`src/rtl/ifu_fetch.sv`:
```
// Instruction fetch front end: issues in-order imem requests, buffers responses in a
// small queue and presents the head to IDU0, with redirect flush and in-flight discard.
module ifu_fetch #(
    parameter logic [31:0] RESET_VECTOR = 32'h0000_0000,
    parameter int          FIFO_DEPTH   = 4
) (
    input  logic        clk,
    input  logic        rst_n,
    output logic        imem_req_valid,
    input  logic        imem_req_ready,
    output logic [31:0] imem_req_addr,
    input  logic        imem_rsp_valid,
    input  logic [31:0] imem_rsp_data,
    input  logic        redirect_valid,
    input  logic [31:0] redirect_pc,
    input  logic        pipe_stall,
    output logic [31:0] instr,
    output logic        instr_valid,
    output logic [31:0] instr_tag
);

    localparam int          AW      = $clog2(FIFO_DEPTH);
    localparam int          CW      = $clog2(FIFO_DEPTH) + 1;
    localparam logic [31:0] NOP     = 32'h0000_0013;
    localparam logic [CW:0] DEPTH_W = (CW+1)'(FIFO_DEPTH);

    logic [31:0]   fetch_pc;
    logic [31:0]   rsp_pc;
    logic [CW-1:0] count;
    logic [CW-1:0] live_cnt;
    logic [CW-1:0] discard_cnt;
    logic [AW-1:0] wr_ptr;
    logic [AW-1:0] rd_ptr;
    logic [31:0]   data_q [FIFO_DEPTH];
    logic [31:0]   tag_q  [FIFO_DEPTH];

    logic queue_credit;
    logic flight_credit;
    logic req_fire;
    logic push;
    logic pop;

    // A request is only issued when its response is guaranteed a queue slot,
    // so a push can never meet a full queue even while IDU0 is stalled.
    assign queue_credit   = ({1'b0, count} + {1'b0, live_cnt}) < DEPTH_W;
    assign flight_credit  = ({1'b0, live_cnt} + {1'b0, discard_cnt}) < DEPTH_W;
    assign imem_req_valid = rst_n && queue_credit && flight_credit && !redirect_valid;
    assign imem_req_addr  = fetch_pc;
    assign req_fire       = imem_req_valid && imem_req_ready;

    assign push = imem_rsp_valid && (discard_cnt == '0) && !redirect_valid;
    assign pop  = instr_valid && !pipe_stall && !redirect_valid;

    assign instr_valid = (count != '0);
    assign instr       = instr_valid ? data_q[rd_ptr] : NOP;
    assign instr_tag   = instr_valid ? tag_q[rd_ptr]  : 32'h0;

    always_ff @(posedge clk) begin
        if (!rst_n) begin
            fetch_pc    <= RESET_VECTOR;
            rsp_pc      <= RESET_VECTOR;
            count       <= '0;
            live_cnt    <= '0;
            discard_cnt <= '0;
            wr_ptr      <= '0;
            rd_ptr      <= '0;
        end else if (redirect_valid) begin
            // Everything still owed becomes garbage; a response arriving now is one of them.
            fetch_pc    <= redirect_pc;
            rsp_pc      <= redirect_pc;
            count       <= '0;
            wr_ptr      <= '0;
            rd_ptr      <= '0;
            live_cnt    <= '0;
            discard_cnt <= discard_cnt + live_cnt - CW'(imem_rsp_valid);
        end else begin
            if (req_fire)
                fetch_pc <= fetch_pc + 32'd4;
            if (push) begin
                rsp_pc <= rsp_pc + 32'd4;
                wr_ptr <= wr_ptr + AW'(1);
            end
            if (pop)
                rd_ptr <= rd_ptr + AW'(1);
            count    <= count + CW'(push) - CW'(pop);
            live_cnt <= live_cnt + CW'(req_fire) - CW'(push);
            if (imem_rsp_valid && (discard_cnt != '0))
                discard_cnt <= discard_cnt - CW'(1);
        end
    end

    // Queue payload carries no reset; validity is tracked by count alone.
    always_ff @(posedge clk) begin
        if (push) begin
            data_q[wr_ptr] <= imem_rsp_data;
            tag_q[wr_ptr]  <= rsp_pc;
        end
    end

endmodule

```
`config.mk`:
```
export PLATFORM = sky130hd
export DESIGN_NAME = ifu_fetch
export DESIGN_NICKNAME = d
export VERILOG_FILES = /design/src/rtl/ifu_fetch.sv
export SDC_FILE = /design/constraint.sdc
export NUM_CORES = 1
export LEC_CHECK = 0
export CORE_MARGIN = 4
export CORE_UTILIZATION = 45
export DETAILED_ROUTE_END_ITERATION = 8
export GPL_TIMING_DRIVEN = 0
export PLACE_DENSITY = 0.68
export SLEW_MARGIN = 20
export SYNTH_ARGS = -nofsm -noshare
export SYNTH_HDL_FRONTEND = slang
export SYNTH_SLANG_ARGS = --single-unit
export TNS_END_PERCENT = 1
```
`constraint.sdc`:
```
create_clock -name clk -period 3 [get_ports clk]
set_input_delay 0.45 -clock clk [delete_from_list [all_inputs] [get_ports clk]]
set_output_delay 0.45 -clock clk [all_outputs]
set_load 0.1 [all_outputs]
```
[Yosys cells after proc, flatten, opt, wreduce, memory -nomap -nowiden]
Memories as Yosys holds them, arrays and structs flattened. A register that Yosys moved wholly into a read port is not among the register bits.
Index checks and enable logic that the tools add are counted.
Operators by class
  bitwise operators: 1
  reduce and logical (&&, ||, !) cells: 18
  muxes and demuxes: 14
  $lt $le $gt $ge: 2
  add/subtract/negate cells: 13
Operators with widths (count)
  $mux 32: 6
  $add 32x3->32 const B: 2
  $logic_and 1x1->1: 9
  $sub 3x1->3: 3
  $add 3x3->4: 2
  $lt 4x3->1 const B: 2
  $mux 2: 4
  $add 3x1->3: 2
  $mux 3: 2
  $reduce_bool 2->1: 3
  $reduce_bool 3->1: 2
  $add 2x1->2 const B: 2
  $add 3x3->3: 1
  $logic_not 3->1: 1
  $sub 3x1->3 const B: 1
  $logic_not 1->1: 2
  $mux 1: 2
  $reduce_or 2->1: 1
  $not 1->1: 1
Storage, ports and cells
  bits in writable memories: 256
  output and inout bits: 98
  word-level logic and storage cells: 57
  memories: 2
  input bits: 70
  register bits: 77
Memories
  data_q: words 4, bits a word 32, read ports 1, clocked after Yosys merged registers in 1, wr ports 1, line 34  | logic [31:0] data_q [FIFO_DEPTH];
  tag_q: words 4, bits a word 32, read ports 1, clocked after Yosys merged registers in 1, wr ports 1, line 35  | logic [31:0] tag_q [FIFO_DEPTH];

[Longest topological paths before layout]
  depth after elaboration: 8
  gate-level depth with buffers: 14
  gate-level depth less buffers: 13

[Worst setup path before layout]
No wires, ideal clock.
  path kind: flip-flop to output port
  start: register live_cnt[2]
  end: output port imem_req_valid
  data required time: 2550 ps
  setup slack: -934 ps
  data arrival time: 3484 ps
  cell stages (with the launch flop): 4
  path buffers: 0
  path through: dfxtp_1 > ha_1 > or4_1 > a211oi_1
On the way
  longest elaborated chain between the ends: 5
  elaborated cells between the ends (all ways): 7
  classes of those cells: 2 x add/sub; 2 x order compare; 3 x reduce/logical
RTL lines
  start, declared: line 30  | logic [CW-1:0] live_cnt;
  start signal, assigned: line 86  | live_cnt <= live_cnt + CW'(req_fire) - CW'(push);
  $add 3x3->4: line 45  | assign queue_credit = ({1'b0, count} + {1'b0, live_cnt}) < DEPTH_W;
  $lt 4x3->1: line 45
  $logic_and 1x1->1: line 47  | assign imem_req_valid = rst_n && queue_credit && flight_credit && !redirect_valid;
  $logic_and 1x1->1 * (2 in series): line 47
  end, declared: line 9  | output logic imem_req_valid,
Every way passes the cells marked *; elsewhere a longest branch is shown, timed or not.

[Worst setup path after layout]
  start: register count[2]
  end: register live_cnt[2]
On the way
  longest elaborated chain between the ends: 8
RTL lines
  start, declared: line 29  | logic [CW-1:0] count;
  start signal, assigned: line 85  | count <= count + CW'(push) - CW'(pop);
  $add 3x3->4: line 45
  $lt 4x3->1: line 45
  $logic_and 1x1->1 (3 in series): line 47
  $logic_and 1x1->1: line 49  | assign req_fire = imem_req_valid && imem_req_ready;
  $add 3x1->3: line 86
  $sub 3x1->3: line 86
No other way between the ends.
A chain may end at the register's enable or synchronous reset.

==> reports/results.ini <==
[setup_path]
crit_path_end_kind = flop
slowest_stage = or4_4
critPathMostFrequentCell = ha_4
critPathMaxFanout = 4
cp_top_family = adder cells
path_buf_inv = 4
start_kind = flop
arrival_ns = 3.40
critPathRequiredTime_ns = 3.38
worst-setup-path-type = flop to flop
crit_chain = ha_4, or4_4, a2111oi_4, buf_4, inv_4, buf_12, ha_4, inv_2, ha_4, fa_2, xnor2_2, xnor2_1, nor2_1
max_stage_delay_ns = 0.57

[synthesis]
synth_area_sq_um = 13900
synth_compound_area_share_pct = 5.47
synth-xor-area-share_pct = 3.15
ys_seq_elements = 335
syn_inst = 920
yosys_warnings = 0
post-synth-top-area-cell = edfxtp_1
yosys-top-cells-area = edfxtp_1, dfxtp_1, mux4_2
ys_types = 48
synth-edff-count = 256
synthSimpleGateAreaFrac_pct = 9.99
syn-num-nets = 1012
synth_mux_area_share_pct = 10.4
synth_ff_type = edfxtp_1
async_flop_share_pct = 0
ys_seq_area_share_pct = 66.6
synth_top_family_by_area = multiplexers
avgSynthCellArea_sq_um = 15.1
yosysTopAreaCellShare_pct = 55.3
synthAdderAreaFrac_pct = 2.14

[sta]
finClkSkew_ns = 0.0145
setup_viol = 1
fmax_ghz = 0.331
max-slew-margin-rel_pct = 30.8
finalWorstSetupSlack_ns = -0.0173
rsz0062_at_grt = yes
timing.final.crit_share_pct = 101
worstMarginPinSlew_ns = 1.04
final-max-slew-violation-count = 0
tns_ns = -0.0173
min_period_ns = 3.02
finalHoldViolCount = 0

[cts]
clock_latency_ns = 0.51
ctsHoldBuffers = 0
h-tree-depth = 2
root_buffer = clkbuf_16
max-clock-path-buffers = 3
cts_sinks = 335
numCtsBuffers = 36
clkTransAtPathRegs_ns = 0.06
cts_tree = done

[die]
initial_core_util_pct = 45.6
die_w_um = 184
io_pins = 168
row_count = 64
coreArea_sq_um = 30500
die_y_um = 184
die-area_sq_um = 33800

[power]
p_per_area_nw_per_um2 = 629
p_leak_nw = 5.72
peakVddDrop_uv = 377

[run_status]
status = complete, but fails checks
violations = setup timing

[grt]
grt_max_degree = 41
grt_pass1_wl_um = 49800
grt_usage_pct = 18.8
antenna_found_initial = 0
grt_pass1_vias = 8820
grt-ovfl-total = 0

[flow_run]
drv_cap = 0

[layout]
final_area_sq_um = 17500
layout-drive-gt1-share_pct = 20.9
multiInputGateArea_sq_um = 4440
nFillCells = 2429
area_growth_pct = 26.1
diodes = 0
nNetsFinal = 1227
seq_area_sq_um = 9290

[route]
drt-total-wl_um = 31900
wl_per_cell_um = 20.5
vias = 8640
drtPass1Iterations = 5
drt_iter0_drc = 723
drc = 0
ant_nets = 0
routed_via_density = 5.55

[placement]
dp_hpwl_um = 21800
preCtsSetupSlack_ns = -1.09
place_area_sq_um = 16200
gp_congestion = 0.899
port-buffer-count = 165

[hold_path]
hold_path_class = input port to flop

cell usage after synthesis, types with 19 or more instances:
master	number
a21oi_1	47
and2_1	65
clkbuf_1	37
dfxtp_1	79
edfxtp_1	256
ha_1	19
inv_1	26
mux4_2	64
nand2_1	44
nand3_1	21
nand4_1	26
nor2_1	21
o21ai_0	30
xnor2_1	28
xor2_1	22
sequential cells by signal, summed over array words and instances (netlist names), named ones only:
signal,flops
count,3
live_cnt,3
imem_req_addr,32
rd_ptr,2
data_q,128
wr_ptr,2
discard_cnt,3
rsp_pc,32
tag_q,128
worst paths after layout:
path,from,endpoint,slack (ns),cells after the start
min reg2reg,imem_req_addr[1],imem_req_addr[1],0.47,2
max reg2reg,count[2],live_cnt[2],-0.02,13
max,count[2],live_cnt[2],-0.02,13
min,redirect_valid,imem_req_addr[28],0.30,3
placed cells by master, fill, tap and decap left out, types with 4 or more instances in the layout:
cell,Yosys,layout
ha_1,19,15
a21oi_1,47,47
buf_2,2,11
and4_1,8,8
and3_4,0,4
dfxtp_1,79,72
clkbuf_1,37,33
nor3_1,10,9
o21ai_0,30,30
clkinv_2,0,4
edfxtp_1,256,256
or2_2,4,4
xnor2_1,28,27
clkbuf_16,0,37
xor2_1,22,22
or4_1,8,7
clkinv_1,0,7
nor4_1,11,11
and2_1,65,64
o211ai_1,7,7
mux4_2,64,64
inv_1,26,24
buf_4,0,17
clkdlybuf4s15_2,0,48
ha_4,0,4
nand4_1,26,26
clkdlybuf4s18_2,0,4
nor2_1,21,21
dlygate4sd2_1,0,4
dfxtp_2,0,4
clkbuf_2,0,8
clkdlybuf4s50_1,0,99
nand2_1,44,44
or3_1,10,10
and3_1,13,9
nand3_1,21,21
a31oi_1,15,15
layer usage:
layer / global-route usage (%) / routed length (um)
met5: 0 / 0
met4: 4.88 / 534
met3: 3.88 / 2290
met2: 29.5 / 15000
met1: 27.1 / 14100
cell type report:
cell class	instances	area share (%)
timing repair buffer	179	10.4
sequential	335	52.9
clock inverter	18	0.970
multi-input combinational	507	25.3
tap	396	2.82
clock buffer	45	5.51
inverter	28	0.613
buffer	48	1.44
stage by stage:
stage | power, W | util (%) | instances | hold WS (ns)
2_1_floorplan | 0.00642 | - | 920 | 0.460
3_3_place_gp | 0.00688 | 52.8 | 1481 | 0.447
3_5_place_dp | 0.00690 | 53.2 | 1485 | 0.456
4_1_cts | 0.0111 | 57.2 | 1548 | 0.282
5_1_grt | 0.0115 | 57.5 | 1556 | 0.305
6_report | 0.0110 | 57.5 | 1556 | 0.299
power breakdown:
group	internal [W]	leakage, nW	switching [W]
clock network	0.00254	0.556	0.00169
logic	0.000483	2.17	0.000994
registers	0.00518	2.99	0.000149
total	0.00821	5.72	0.00283
logic make-up after synthesis:
group           count (synthesis)
simple gates                  246
compound gates                124
mux                            65
xor+xnor                       50
flops                         335
buf+inv                        78
fa+ha+maj                      22
tightest hold or removal path: stages:
cell     delay, ns
buf_8         0.11
o31a_1        0.14
a21oi_1       0.06
timing repair:
item | 4_1_cts | 5_1_grt
pin swaps | 1 | 7
resized for setup | 258 | 20
endpoints found under the setup margin | 77 | 40
buffers inserted | 2 | 8
Power figures use the tool's default switching activity.
